--- src/rtl/autoconfig_host_if.sv ---
// Zorro II autoconfig bus seen from the host: nibble data path, strobes and the config chain enable.
interface autoconfig_host_if;
  logic [22:0] ADDR;
  logic        AS_n;
  logic        RW;
  logic [3:0]  DOUT;
  logic [3:0]  DIN;
  logic        DTACK;
  logic        CFGOUT_n;

  modport master (output ADDR, AS_n, RW, DOUT, CFGOUT_n, input DIN, DTACK);
  modport slave  (input ADDR, AS_n, RW, DOUT, CFGOUT_n, output DIN, DTACK);
endinterface

--- src/rtl/autoconfig_host.sv ---
// Zorro II autoconfig initiator: walks the config chain, reads each board's nibble registers,
// places it in the Fast RAM or I/O pool (or shuts it up) and reports what it found.
module autoconfig_host #(
  parameter int         TIMEOUT    = 63,
  parameter int         MAX_BOARDS = 8,
  parameter logic [7:0] MEM_BASE   = 8'h20,
  parameter logic [7:0] IO_BASE    = 8'hE9
) (
  input  logic              CLK,
  input  logic              RESET,
  input  logic              start,
  autoconfig_host_if.master bus,
  output logic              busy,
  output logic              done,
  output logic              err,
  output logic [3:0]        board_count,
  output logic              rpt_valid,
  output logic [15:0]       rpt_mfg,
  output logic [7:0]        rpt_prod,
  output logic [31:0]       rpt_serial,
  output logic [7:0]        rpt_base,
  output logic [2:0]        rpt_size,
  output logic              rpt_shutup
);

  localparam int         CW       = $clog2(TIMEOUT + 1);
  localparam logic [7:0] MEM_END  = 8'h9F;
  localparam logic [7:0] IO_END   = 8'hEF;
  localparam logic [4:0] LAST_IDX = 5'd17;

  localparam logic [3:0] S_IDLE    = 4'd0;
  localparam logic [3:0] S_SETUP   = 4'd1;
  localparam logic [3:0] S_ASSERT  = 4'd2;
  localparam logic [3:0] S_WAIT    = 4'd3;
  localparam logic [3:0] S_RELEASE = 4'd4;
  localparam logic [3:0] S_GAP     = 4'd5;
  localparam logic [3:0] S_DECIDE  = 4'd6;
  localparam logic [3:0] S_REPORT  = 4'd7;
  localparam logic [3:0] S_DONE    = 4'd8;

  localparam logic [1:0] P_READ = 2'd0;
  localparam logic [1:0] P_WR25 = 2'd1;
  localparam logic [1:0] P_WR24 = 2'd2;
  localparam logic [1:0] P_WR26 = 2'd3;

  logic [3:0]    state_q, state_d;
  logic [1:0]    phase_q, phase_d;
  logic [4:0]    idx_q, idx_d;
  logic [CW-1:0] cnt_q, cnt_d;
  logic          tout_q, tout_d;
  logic [7:0]    mem_ptr_q, mem_ptr_d, io_ptr_q, io_ptr_d;
  logic [7:0]    base_q, base_d;
  logic          shut_q, shut_d;
  logic          err_q, err_d;
  logic [3:0]    count_q, count_d;
  logic [15:0]   rpt_mfg_q, rpt_mfg_d;
  logic [7:0]    rpt_prod_q, rpt_prod_d;
  logic [31:0]   rpt_serial_q, rpt_serial_d;
  logic [7:0]    rpt_base_q, rpt_base_d;
  logic [2:0]    rpt_size_q, rpt_size_d;
  logic          rpt_shut_q, rpt_shut_d;

  // Nibble register file indexed by the card's register number ($00..$13).
  logic [3:0]    nib_q [0:19];

  logic [7:0] reg_addr;
  logic [3:0] wr_nib;
  logic       in_cycle;

  always_comb begin
    reg_addr = 8'h00;
    wr_nib   = 4'h0;
    case (phase_q)
      P_READ:  reg_addr = (idx_q < 5'd6) ? {3'b000, idx_q} : {3'b000, idx_q + 5'd2};
      P_WR25:  begin reg_addr = 8'h25; wr_nib = base_q[3:0]; end
      P_WR24:  begin reg_addr = 8'h24; wr_nib = base_q[7:4]; end
      default: reg_addr = 8'h26;
    endcase
  end

  assign in_cycle     = (state_q == S_SETUP) || (state_q == S_ASSERT) ||
                        (state_q == S_WAIT)  || (state_q == S_RELEASE);
  assign bus.ADDR     = in_cycle ? {8'hE8, 7'd0, reg_addr} : 23'd0;
  assign bus.AS_n     = !((state_q == S_ASSERT) || (state_q == S_WAIT));
  assign bus.RW       = !(in_cycle && (phase_q != P_READ));
  assign bus.DOUT     = in_cycle ? wr_nib : 4'h0;
  assign busy         = (state_q != S_IDLE) && (state_q != S_DONE);
  assign bus.CFGOUT_n = !busy;
  assign done         = (state_q == S_DONE);
  assign rpt_valid    = (state_q == S_REPORT);
  assign err          = err_q;
  assign board_count  = count_q;
  assign rpt_mfg      = rpt_mfg_q;
  assign rpt_prod     = rpt_prod_q;
  assign rpt_serial   = rpt_serial_q;
  assign rpt_base     = rpt_base_q;
  assign rpt_size     = rpt_size_q;
  assign rpt_shutup   = rpt_shut_q;

  // Placement in 64K units. An 8MB board can only ever start the Zorro II memory window,
  // so it aligns on the 2MB window granularity instead of its own size.
  logic [2:0] size_code;
  logic       is_mem;
  logic [8:0] size9, align9, ptr9, base9, last9;
  logic       fit;

  always_comb begin
    size_code = nib_q[1][2:0];
    is_mem    = nib_q[0][1];
    size9     = (size_code == 3'd0) ? 9'd128 : (9'd1 << (size_code - 3'd1));
    align9    = (size_code == 3'd0) ? 9'd32 : size9;
    ptr9      = {1'b0, is_mem ? mem_ptr_q : io_ptr_q};
    base9     = (ptr9 + align9 - 9'd1) & ~(align9 - 9'd1);
    last9     = base9 + size9 - 9'd1;
    fit       = last9 <= {1'b0, is_mem ? MEM_END : IO_END};
  end

  always_comb begin
    state_d = state_q;  phase_d = phase_q;  idx_d = idx_q;  cnt_d = cnt_q;  tout_d = tout_q;
    mem_ptr_d = mem_ptr_q;  io_ptr_d = io_ptr_q;  base_d = base_q;  shut_d = shut_q;
    err_d = err_q;  count_d = count_q;
    rpt_mfg_d = rpt_mfg_q;  rpt_prod_d = rpt_prod_q;  rpt_serial_d = rpt_serial_q;
    rpt_base_d = rpt_base_q;  rpt_size_d = rpt_size_q;  rpt_shut_d = rpt_shut_q;
    case (state_q)
      S_IDLE: if (start) begin
        state_d = S_SETUP;  phase_d = P_READ;  idx_d = 5'd0;
        mem_ptr_d = MEM_BASE;  io_ptr_d = IO_BASE;  count_d = 4'd0;  err_d = 1'b0;
      end
      S_SETUP:  begin state_d = S_ASSERT; cnt_d = '0; tout_d = 1'b0; end
      S_ASSERT: state_d = S_WAIT;
      S_WAIT: begin
        if (bus.DTACK) begin
          state_d = S_RELEASE;
        end else if (cnt_q == CW'(TIMEOUT)) begin
          state_d = S_RELEASE;
          tout_d  = 1'b1;
          if (phase_q != P_READ) err_d = 1'b1;
        end else begin
          cnt_d = cnt_q + 1'b1;
        end
      end
      S_RELEASE: state_d = S_GAP;
      S_GAP: begin
        case (phase_q)
          P_READ: begin
            if (tout_q && idx_q == 5'd0) begin
              state_d = S_DONE;
            end else if (tout_q) begin
              state_d = S_SETUP;  phase_d = P_WR26;  base_d = 8'h00;  shut_d = 1'b1;
            end else if (idx_q == LAST_IDX) begin
              state_d = S_DECIDE;
            end else begin
              state_d = S_SETUP;  idx_d = idx_q + 5'd1;
            end
          end
          P_WR25: begin state_d = S_SETUP; phase_d = P_WR24; end
          default: begin
            state_d      = S_REPORT;
            count_d      = count_q + 4'd1;
            rpt_mfg_d    = {nib_q[8], nib_q[9], nib_q[10], nib_q[11]};
            rpt_prod_d   = {nib_q[2], nib_q[3]};
            rpt_serial_d = {nib_q[12], nib_q[13], nib_q[14], nib_q[15],
                            nib_q[16], nib_q[17], nib_q[18], nib_q[19]};
            rpt_base_d   = base_q;
            rpt_size_d   = nib_q[1][2:0];
            rpt_shut_d   = shut_q;
          end
        endcase
      end
      S_DECIDE: begin
        state_d = S_SETUP;
        if (fit) begin
          phase_d = P_WR25;  base_d = base9[7:0];  shut_d = 1'b0;
          if (is_mem) mem_ptr_d = base9[7:0] + size9[7:0];
          else        io_ptr_d  = base9[7:0] + size9[7:0];
        end else begin
          phase_d = P_WR26;  base_d = 8'h00;  shut_d = 1'b1;
        end
      end
      S_REPORT: begin
        if (count_q == 4'(MAX_BOARDS)) begin
          state_d = S_DONE;
        end else begin
          state_d = S_SETUP;  phase_d = P_READ;  idx_d = 5'd0;
        end
      end
      default: state_d = S_IDLE;
    endcase
  end

  // Only $00/$01 arrive true; every other autoconfig register reads back inverted.
  always_ff @(posedge CLK) begin
    if (state_q == S_WAIT && bus.DTACK && phase_q == P_READ)
      nib_q[reg_addr[4:0]] <= (idx_q < 5'd2) ? bus.DIN : ~bus.DIN;
  end

  always_ff @(posedge CLK) begin
    if (RESET) begin
      state_q <= S_IDLE;  phase_q <= P_READ;  idx_q <= 5'd0;  cnt_q <= '0;  tout_q <= 1'b0;
      mem_ptr_q <= MEM_BASE;  io_ptr_q <= IO_BASE;  base_q <= 8'h00;  shut_q <= 1'b0;
      err_q <= 1'b0;  count_q <= 4'd0;
      rpt_mfg_q <= 16'h0;  rpt_prod_q <= 8'h0;  rpt_serial_q <= 32'h0;
      rpt_base_q <= 8'h0;  rpt_size_q <= 3'd0;  rpt_shut_q <= 1'b0;
    end else begin
      state_q <= state_d;  phase_q <= phase_d;  idx_q <= idx_d;  cnt_q <= cnt_d;  tout_q <= tout_d;
      mem_ptr_q <= mem_ptr_d;  io_ptr_q <= io_ptr_d;  base_q <= base_d;  shut_q <= shut_d;
      err_q <= err_d;  count_q <= count_d;
      rpt_mfg_q <= rpt_mfg_d;  rpt_prod_q <= rpt_prod_d;  rpt_serial_q <= rpt_serial_d;
      rpt_base_q <= rpt_base_d;  rpt_size_q <= rpt_size_d;  rpt_shut_q <= rpt_shut_d;
    end
  end

endmodule

--- src/flat_wrapper.sv ---
// flat-port wrapper written by rule: the top's interface ports become plain ports
module autoconfig_host_flat 
#(
  parameter int         TIMEOUT    = 63,
  parameter int         MAX_BOARDS = 8,
  parameter logic [7:0] MEM_BASE   = 8'h20,
  parameter logic [7:0] IO_BASE    = 8'hE9
)
  (CLK, RESET, start, busy, done, err, board_count, rpt_valid, rpt_mfg, rpt_prod, rpt_serial, rpt_base, rpt_size, rpt_shutup, bus_ADDR, bus_AS_n, bus_RW, bus_DOUT, bus_CFGOUT_n, bus_DIN, bus_DTACK);
  autoconfig_host_if bus_i ();
  input  logic CLK;
  input  logic RESET;
  input  logic start;
  output logic busy;
  output logic done;
  output logic err;
  output logic [3:0] board_count;
  output logic rpt_valid;
  output logic [15:0] rpt_mfg;
  output logic [7:0] rpt_prod;
  output logic [31:0] rpt_serial;
  output logic [7:0] rpt_base;
  output logic [2:0] rpt_size;
  output logic rpt_shutup;
  output wire logic [$bits(bus_i.ADDR)-1:0] bus_ADDR;
  output wire logic [$bits(bus_i.AS_n)-1:0] bus_AS_n;
  output wire logic [$bits(bus_i.RW)-1:0] bus_RW;
  output wire logic [$bits(bus_i.DOUT)-1:0] bus_DOUT;
  output wire logic [$bits(bus_i.CFGOUT_n)-1:0] bus_CFGOUT_n;
  input wire logic [$bits(bus_i.DIN)-1:0] bus_DIN;
  input wire logic [$bits(bus_i.DTACK)-1:0] bus_DTACK;
  assign bus_ADDR = bus_i.ADDR;
  assign bus_AS_n = bus_i.AS_n;
  assign bus_RW = bus_i.RW;
  assign bus_DOUT = bus_i.DOUT;
  assign bus_CFGOUT_n = bus_i.CFGOUT_n;
  assign bus_i.DIN = bus_DIN;
  assign bus_i.DTACK = bus_DTACK;
  autoconfig_host #(.TIMEOUT(TIMEOUT), .MAX_BOARDS(MAX_BOARDS), .MEM_BASE(MEM_BASE), .IO_BASE(IO_BASE)) u_core (.CLK(CLK), .RESET(RESET), .start(start), .bus(bus_i), .busy(busy), .done(done), .err(err), .board_count(board_count), .rpt_valid(rpt_valid), .rpt_mfg(rpt_mfg), .rpt_prod(rpt_prod), .rpt_serial(rpt_serial), .rpt_base(rpt_base), .rpt_size(rpt_size), .rpt_shutup(rpt_shutup));
endmodule
--- config.mk ---
export PLATFORM = sky130hd
export DESIGN_NAME = autoconfig_host_flat
export DESIGN_NICKNAME = d
export VERILOG_FILES = /design/src/rtl/autoconfig_host_if.sv /design/src/rtl/autoconfig_host.sv /design/src/flat_wrapper.sv
export SDC_FILE = /design/constraint.sdc
export NUM_CORES = 1
export LEC_CHECK = 0
export BUFFER_PORTS_ARGS = -buffer_cell sky130_fd_sc_hd__buf_2
export CAP_MARGIN = 20
export CORE_MARGIN = 8
export CORE_UTILIZATION = 60
export DETAILED_ROUTE_END_ITERATION = 16
export MAX_ROUTING_LAYER = met4
export PLACE_DENSITY = 0.92
export SLEW_MARGIN = 20
export SYNTH_ARGS = -nofsm -noshare
export SYNTH_HDL_FRONTEND = slang
export SYNTH_SLANG_ARGS = --single-unit
--- constraint.sdc ---
create_clock -name CLK -period 11.3 [get_ports CLK]
set_clock_uncertainty 0.15 [all_clocks]
set_input_delay 0 -clock CLK [delete_from_list [all_inputs] [get_ports CLK]]
set_output_delay 0 -clock CLK [all_outputs]
set_load 0.005 [all_outputs]
---- Yosys cells after proc, flatten, opt, wreduce, memory -nomap -nowiden ----
Memories as Yosys holds them, arrays and structs flattened. A register that Yosys moved wholly into a read port is not among the register bits.
Index checks and enable logic that the tools add are counted.
storage, ports and cells
  memories ................................ 1
  output and inout port bits .............. 106
  input port bits ......................... 8
  word-level logic and storage cells ...... 171
  memory bits (writable) .................. 80
  register bits after elaboration ......... 60
memory list
  name          depth  width  read ports  clocked after Yosys merged registers in  write ports  RTL line               source
  u_core.nib_q  20     4      16          14                                       1            autoconfig_host.sv:64  logic [3:0] nib_q [0:19];
cells by class
  add/sub/neg operators ................... 11
  magnitude comparators ................... 3
  mux-type cells .......................... 67
  bitwise logic cells ..................... 4
  reduce and logical (&&, ||, !) cells .... 37
  shift operators ......................... 1
  equal/unequal tests ..................... 33
operators by type and width
  cell                                                                      count
  8-bit two-way mux                                                         11
  8-bit case mux with 2 select lines                                        3
  4-bit two-way mux                                                         10
  5-bit two-way mux                                                         7
  4-bit case mux with 8 select lines                                        1
  9-bit by 1-bit subtractor with 9-bit output (second input constant)       3
  4-bit case mux with 2 select lines                                        3
  8-bit case mux with 3 select lines                                        1
  23-bit two-way mux                                                        1
  9-bit two-way mux                                                         2
  2-bit inequality test (second input constant)                             9
  4-bit by 3-bit equality test with 1-bit output (second input constant)    4
  5-bit case mux with 3 select lines                                        1
  1-bit two-way mux                                                         12
  6-bit two-way mux                                                         2
  2-bit by 1-bit inequality test with 1-bit output (second input constant)  6
  6-bit case mux with 2 select lines                                        1
  4-bit AND reduction                                                       3
  2-bit nonzero test                                                        6
  2-bit two-way mux                                                         5
  8-bit by 9-bit adder with 9-bit output                                    1
  9-bit adder                                                               1
  9-bit AND                                                                 1
  9-bit by 8-bit less-or-equal comparator with 1-bit output                 1
  other kinds (43)                                                          61

---- Depth between registers and ports, before layout ----
Gate-level depths: netlist of run 1.
An unclocked memory read counts as a cell.
  word-level depth ........................ 13
  depth in mapped cells ................... 27
  gate-level depth less buffers ........... 26

---- Least setup slack after synthesis of run 1 ----
OpenSTA, ideal clock, no wires.
  kind .................................... register -> register
  start ................................... mem u_core.nib_q[1][2]
  end ..................................... reg u_core.mem_ptr_q[1]
  slack ................................... 5.631 ns
  setup time .............................. 0.123 ns
  arrival time ............................ 5.396 ns
  period minus slack after synthesis ...... 5.669 ns
  stages on the path, launching flop included .. 27
  buffers on the path ..................... 1
  cell sequence ........................... edfxtp_1 -> clkbuf_1 -> nor3_1 -> inv_1 -> ha_1 -> inv_1 -> ha_1 -> fa_1 -> a21o_1 -> a21oi_1 -> xnor2_1 -> nor2_1 -> ha_1 -> inv_1 -> ha_1 -> inv_1 -> o22ai_2 -> nor2_1 -> xnor2_1 -> ha_1 -> nand4_1 -> nor4b_2 -> nor3b_1 -> mux2_2 -> or3_4 -> nor2_4 -> mux2_1
RTL lines
  item                  RTL line                source
  start, declared       autoconfig_host.sv:64
  end signal, assigned  autoconfig_host.sv:206  mem_ptr_q <= mem_ptr_d; io_ptr_q <= io_ptr_d; base_q <= base_d; shut_q <= shut_d;
  end, declared         autoconfig_host.sv:51   logic [7:0] mem_ptr_q, mem_ptr_d, io_ptr_q, io_ptr_d;

==> qor.yml, run 1 <==
detailed_routing:
  wl_per_cell_um: 17.6
  drc: 0
  vias_per_cell: 5.75
  antenna_left: 0
  drt_first_pass_iters: 6
  routed_wl_um: 21300
  drt-initial-drc-count: 716
  vias: 6972
synthesis:
  postSynthCellCount: 937
  ys.flop_type: "dfxtp_1"
  netlist_top_cells_area: "dfxtp_1 27%, edfxtp_1 21%, nand2_1 7.9%"
  ys_seq_area_share_pct: 48.3
  ys_types: 69
  yosysTopAreaCell: "dfxtp_1"
  yosys_warnings: 0
  syn_area_sq_um: 8540
  synthArstFlopShare_pct: 0
  ys_seq_elements: 176
  synth-edff-count: 60
  avgSynthCellArea_sq_um: 9.11
  synth_top_area_share_pct: 27.2
clock_tree:
  clock_latency_ns: 0.43
  cts_resized: 0
  path_clk_slew_ns: 0.07
  h-tree-depth: 4
  cts_buffers: 17
  clk_path_buf_depth: 2
  cts_tree: "built"
  postCtsSetupRepairBufs: 0
  root_buffer: "clkbuf_16"
  clock_sinks: 176
global_route:
  grtUsageTotal_pct: 23.6
  grt_max_degree: 99
  antenna_found_initial: 0
  overflow: 0
  grt_pass1_wl_um: 33200
  grt_pass1_vias: 6729
pwr:
  leakage_nw: 3.99
  clockPowerShare_pct: 41.9
  total_power_mw: 1.40
  p_sw_share_pct: 25.6
  power_frac_seq_pct: 47.8
  ir_drop_mv: 0.147
  p_switching_uw: 358
  comb_power_share_pct: 10.3
  internal-power_mw: 1.04
  cellPowerDensity_nw_per_um2: 144
critical_path:
  reg2regPathDepth: 26
  worst_ep_required_time_ns: 11.46
  crit_type: "reg -> reg"
  crit_arrival_ns: 6.50
  r2r-start: "u_core.nib_q[1][1]"
  r2r-end: "u_core.mem_ptr_q[1]"
  crit_path_start: "u_core.nib_q[1][1]"
  r2r_slack_ns: 4.97
  cp_max_fo: 10
  end_kind: "flip-flop"
  crit_path_start_kind: "flip-flop"
cells_and_area:
  diodes: 0
  nets: 1083
  drive_gt1_share_pct: 15.3
  fill_cells: 991
  stdcell_count: 1213
  area_growth_syn_to_layout_pct: 14.0
  multi_input_area_sq_um: 3950
  regArea_sq_um: 4120
timing:
  setup_viol: 0
  rsz0062_at_grt: "no"
  max-slew-margin-rel_pct: 31.3
  holdWs_ns: 0.0659
  worst_pin_slew_ns: 1.03
  post-route-period-util_pct: 56.0
  min_period_ns: 6.33
  fmax_mhz: 158
  hold_viol_final: 0
  slew_violations: 0
  setup_tns_ns: 0
outcome:
  status: "finished clean"
floorplan:
  start_util_pct: 61.5
  die_h_um: 135
  rows: 43
  die-area_sq_um: 18300
  die_x_um: 135
  core_sq_um: 13900
  top_level_ports: 114
min_path:
  worstHoldPathType: "in -> reg"
  min-delay-start: "bus_DIN[1]"
  whs_path_depth: 2
  holdPathEnd: "u_core.nib_q[10][1]"
placement:
  dp_cells: 1175
  hpwl_um: 14500
  place_congestion: 0.907
  io_buffers: 100
job:
  drv_cap: 0
routing by layer:
metal	vias up	share of wire [%]	track usage (%)
li1	3320	-	-
met1	3280	41	28.7
met2	326	48	37.4
met4	0	3.0	9.62
met3	46	7.8	5.34
met5	-	0	-
cell usage after synthesis, drive strengths merged, types with 5 or more instances:
library cell,number
nand2,179
inv,64
nand3,18
xor2,11
clkbuf,35
xnor2,17
mux2i,14
a31oi,5
nand4,7
a21oi,104
nand2b,12
or3,11
a21o,5
and2,6
o22ai,5
nor2b,7
o21ai,21
dfxtp,116
nor2,77
a22o,7
ha,52
nor3,16
buf,24
edfxtp,60
per-stage QoR:
stage	util [%]	worst slack, ns	cell area, sq um
final	70.1	4.97	9730
after global routing	70.1	4.62	9730
after CTS	70.0	4.99	9720
after detailed placement	65.3	5.18	9070
after global placement	65.3	5.35	9070
after floorplan	-	5.63	8580
power groups by stage:
stage	registers, mW	logic [mW]	clock network [mW]
floorplan	0.676	0.111	0
global placement	0.682	0.136	0
detailed placement	0.682	0.138	0
CTS	0.668	0.142	0.590
global route	0.669	0.158	0.619
finish	0.669	0.144	0.586
critical path, stage by stage, from the launching register on:
cell and delay (ns):
edfxtp_1 0.51, inv_1 0.12, nor3_1 0.35, inv_1 0.21, ha_1 0.32, inv_1 0.04, ha_1 0.23, fa_1 0.41
a21o_1 0.18, a21oi_1 0.22, xnor2_1 0.17, nor2_1 0.11, ha_1 0.33, inv_1 0.07, ha_1 0.31, inv_1 0.08
o22ai_2 0.19, nor2_1 0.07, xnor2_1 0.13, ha_1 0.29, nand4_1 0.12, nor4b_2 0.28, nor3b_1 0.08, mux2_2 0.36
or3_4 0.38, nor2_4 0.19, mux2_1 0.34
how the worst max path moves through the flow:
stage                                to
floorplan           u_core.mem_ptr_q[1]
detailed placement  u_core.mem_ptr_q[1]
global placement    u_core.mem_ptr_q[1]
CTS                 u_core.mem_ptr_q[1]
global route        u_core.mem_ptr_q[1]
finish              u_core.mem_ptr_q[1]
placed cells by master (no fill, tap or decap), types with 5 or more instances in the layout:
| cell type | Yosys | final |
|---|---|---|
| a21o_1 | 5 | 5 |
| a21oi_1 | 103 | 103 |
| a22o_1 | 7 | 7 |
| a31oi_1 | 5 | 5 |
| and2_1 | 6 | 6 |
| buf_2 | 6 | 100 |
| buf_4 | 17 | 5 |
| clkbuf_16 | 0 | 18 |
| conb_1 | 2 | 14 |
| dfxtp_1 | 116 | 116 |
| dlygate4sd3_1 | 0 | 6 |
| edfxtp_1 | 60 | 60 |
| ha_1 | 52 | 52 |
| inv_1 | 64 | 64 |
| mux2i_1 | 13 | 13 |
| nand2_1 | 179 | 179 |
| nand2b_1 | 12 | 12 |
| nand3_1 | 18 | 18 |
| nand4_1 | 7 | 7 |
| nor2_1 | 75 | 75 |
| nor2b_1 | 7 | 7 |
| nor3_1 | 15 | 14 |
| o21ai_0 | 18 | 18 |
| or3_1 | 10 | 9 |
| xnor2_1 | 16 | 14 |
| xor2_1 | 10 | 10 |
timing repair:
item	CTS	global route
endpoints found under the setup margin	0	0
hold endpoints to repair	40	14
hold buffers	5	1
cells by family after synthesis:
logic type	share of synthesized area, %
and+or+nand+nor	19.2
AOI/OAI and AO/OA	12.6
DFF	48.3
buffers and inverters	6.24
adders and majority gates	8.32
xor gates and xnor gates	3.18
muxes	2.08
other	0.0880
final cells by class:
| class | count | area share [%] |
|---|---|---|
| inverters | 64 | 2.47 |
| multi-input cells | 650 | 40.6 |
| flip-flops and latches | 176 | 42.4 |
| well taps | 180 | 2.31 |
| clock inverters | 12 | 1.23 |
| clock buffers | 20 | 4.91 |
| repair buffers | 111 | 6.14 |
flip-flops by register name (all words and copies together) (netlist names):
| signal | count |
|---|---|
| rpt_mfg | 16 |
| rpt_prod | 8 |
| rpt_serial | 32 |
| rpt_size | 3 |
| u_core.base_q | 8 |
| u_core.board_count | 4 |
| u_core.cnt_q | 6 |
| u_core.err | 1 |
| u_core.idx_q | 5 |
| u_core.io_ptr_q | 8 |
| u_core.mem_ptr_q | 8 |
| u_core.nib_q | 60 |
| u_core.phase_q | 2 |
| u_core.rpt_base | 8 |
| u_core.rpt_shutup | 1 |
| u_core.shut_q | 1 |
| u_core.state_q | 4 |
| u_core.tout_q | 1 |
(Power assumes the default switching activity.)
==> run 2: changes to the inputs <==
--- a/config.mk
+++ b/config.mk
@@ -8,10 +8,10 @@
 export BUFFER_PORTS_ARGS = -buffer_cell sky130_fd_sc_hd__buf_2
 export CAP_MARGIN = 20
 export CORE_MARGIN = 8
-export CORE_UTILIZATION = 60
+export CORE_UTILIZATION = 52
 export DETAILED_ROUTE_END_ITERATION = 16
 export MAX_ROUTING_LAYER = met4
-export PLACE_DENSITY = 0.92
+export PLACE_DENSITY = 0.85
 export SLEW_MARGIN = 20
 export SYNTH_ARGS = -nofsm -noshare
 export SYNTH_HDL_FRONTEND = slang
==> constraint.sdc (replaced) <==
create_clock -name CLK -period 5.2 [get_ports CLK]
set_clock_uncertainty 0.15 [all_clocks]
set_input_delay 0 -clock CLK [delete_from_list [all_inputs] [get_ports CLK]]
set_output_delay 0 -clock CLK [all_outputs]
set_load 0.005 [all_outputs]
==> qor.yml, run 2 (synthesis results as in run 1) <==
outcome:
  status: "complete, but fails checks"
  failed_checks: "setup timing"
floorplan:
  top_level_ports: 114  # unchanged
  die_x_um: 144  # +6.5%
  die_h_um: 144  # +6.5%
  rows: 47  # +9.3%
  die-area_sq_um: 20800  # +14%
  core_sq_um: 16300  # +17%
  start_util_pct: 52.4  # -9.1 points
global_route:
  grtUsageTotal_pct: 22.9  # -0.75 points
  overflow: 0  # unchanged
  grt_max_degree: 86  # -13%
  grt_pass1_vias: 7137  # +6.1%
  grt_pass1_wl_um: 36300  # +9.2%
  antenna_found_initial: 0  # unchanged
cells_and_area:
  stdcell_count: 1337  # +10%
  final_area_sq_um: 10700  # +9.6%
  layout_common_cells: "178 x nand2_1, 116 x dfxtp_1, 101 x a21oi_1, 101 x buf_2, 79 x buf_4"
  diodes: 0  # unchanged
  area_growth_syn_to_layout_pct: 24.9
  drive_gt1_share_pct: 24.3  # +9.0 points
  layout.cells.most_common: "nand2_1"
  nets: 1167  # +7.8%
  largest_reg_flops: 60  # unchanged
detailed_routing:
  met2_length_um: 11700  # +14%
  drt-initial-drc-count: 769  # +7.4%
  wl_met1_um: 9610  # +9.8%
  vias_per_cell: 5.53  # -3.8%
  drt_first_pass_iters: 5  # -1
  wl_met3_um: 1730  # +3.8%
  drc: 0  # unchanged
  vias: 7391  # +6.0%
  antenna_left: 0  # unchanged
  top_layer_used: "met4"
  routed_wl_um: 23700  # +11%
  wl_per_cell_um: 17.7  # +0.75%
clock_tree:
  cts_tree: "built"
  path_clk_slew_ns: 0.07  # about the same
  h-tree-depth: 4  # unchanged
  cts_buffers: 17  # unchanged
  clock_latency_ns: 0.43  # about the same
  clock_sinks: 176  # unchanged
  clk_path_buf_depth: 2  # unchanged
  root_buffer: "clkbuf_16"
timing:
  setup_tns_ns: -9.29  # -9.29 ns
  worst_pin_slew_ns: 0.940  # -0.0913 ns
  max-slew-margin-rel_pct: 37.4  # +6.1 points
  hold_viol_final: 0  # unchanged
  setup_viol: 26  # +26
  min_period_ns: 5.65  # -0.684 ns
  post-route-period-util_pct: 109  # +53 points
  fmax_mhz: 177  # +12%
  slew_violations: 0  # unchanged
  setup_slack_ns: -0.448  # -5.42 ns
  rsz0062_at_grt: "yes"
critical_path:
  worst_ep_required_time_ns: 5.37  # -6.09 ns
  cp_max_fo: 7  # -3
  crit_type: "reg -> reg"
  crit_arrival_ns: 5.82  # -0.68 ns
  crit_path_start_kind: "flip-flop"
  end_kind: "flip-flop"
placement:
  dp_cells: 1269  # +8.0%
  hpwl_um: 15500  # +6.7%
  place_ws_ns: -0.235  # -5.42 ns
  place_congestion: 0.962  # +6.0%
  post_dp_cell_area_sq_um: 9550  # +5.4%
  io_buffers: 100  # unchanged
pwr:
  ir_drop_mv: 0.250  # +69%
  cellPowerDensity_nw_per_um2: 295  # +110%
  leakage_nw: 4.43  # +11%
  total_power_mw: 3.14  # +120%
min_path:
  worstHoldPathType: "in -> reg"
job:
  drv_cap: 0  # unchanged
## run 2: area by class of cell
type | instances | area, sq um
tap | 220 | 275
multi-input combinational | 650 | 4150
clock inverter | 14 | 176
inverter | 64 | 243
timing repair buffer | 195 | 1270
fill | 1184 | 5630
clock buffer | 18 | 429
sequential | 176 | 4120
## run 2: what timing repair did
action                     4_1_cts  5_1_grt
resized for setup               14       27
pin swaps                        8       13
buffers inserted                13       16
hold buffers                     7        0
hold endpoints to repair        62        0
setup endpoints to repair       26       26
## run 2: per-stage QoR
step	hold WS, ns	utilization, %
4_1_cts	0.173	63.9
6_report	0.000649	65.5
3_3_place_gp	0.182	58.7
3_5_place_dp	0.190	58.7
5_1_grt	0.00561	65.5
2_1_floorplan	0.0751	-
## run 2: layer usage
metal | global-route usage, % | vias to the layer above
met5 | - | -
met4 | 8.32 | 0
met3 | 4.16 | 57
met2 | 37.2 | 336
met1 | 28.1 | 3520
li1 | - | 3478
## run 2: final timing paths
check | start | endpoint | slack (ns) | cells after the start
setup / recovery | u_core.nib_q[1][0] | u_core.mem_ptr_q[1] | -0.45 | 25
hold / removal | bus_DIN[3] | u_core.nib_q[11][3] | 0.0006 | 2
setup reg to reg | u_core.nib_q[1][0] | u_core.mem_ptr_q[1] | -0.45 | 25
hold reg to reg | rpt_serial[28] | rpt_serial[28] | 0.30 | 2
## run 2: power by group
| part | switching [mW] | leakage (nW) | internal [mW] |
|---|---|---|---|
| logic | 0.228 | 2.66 | 0.142 |
| clock network | 0.556 | 0.293 | 0.764 |
| registers | 0.0220 | 1.47 | 1.43 |
| total | 0.806 | 4.43 | 2.34 |
## run 2: worst max-delay path: stages (launching register included)
cell and delay (ns):
edfxtp_1 0.52, nor3_4 0.25, inv_2 0.08, ha_4 0.27, inv_2 0.04, ha_4 0.16
fa_2 0.35, a21o_1 0.19, a21oi_2 0.19, xnor2_1 0.15, nor2_1 0.09, ha_1 0.32
inv_2 0.06, ha_4 0.29, inv_4 0.04, o22ai_4 0.19, nor2_2 0.07, xnor2_1 0.13
ha_1 0.30, nand4_1 0.13, nor4b_2 0.35, nor3b_1 0.12, mux2_4 0.31, or3_4 0.37
nor2_4 0.12, mux2_4 0.30
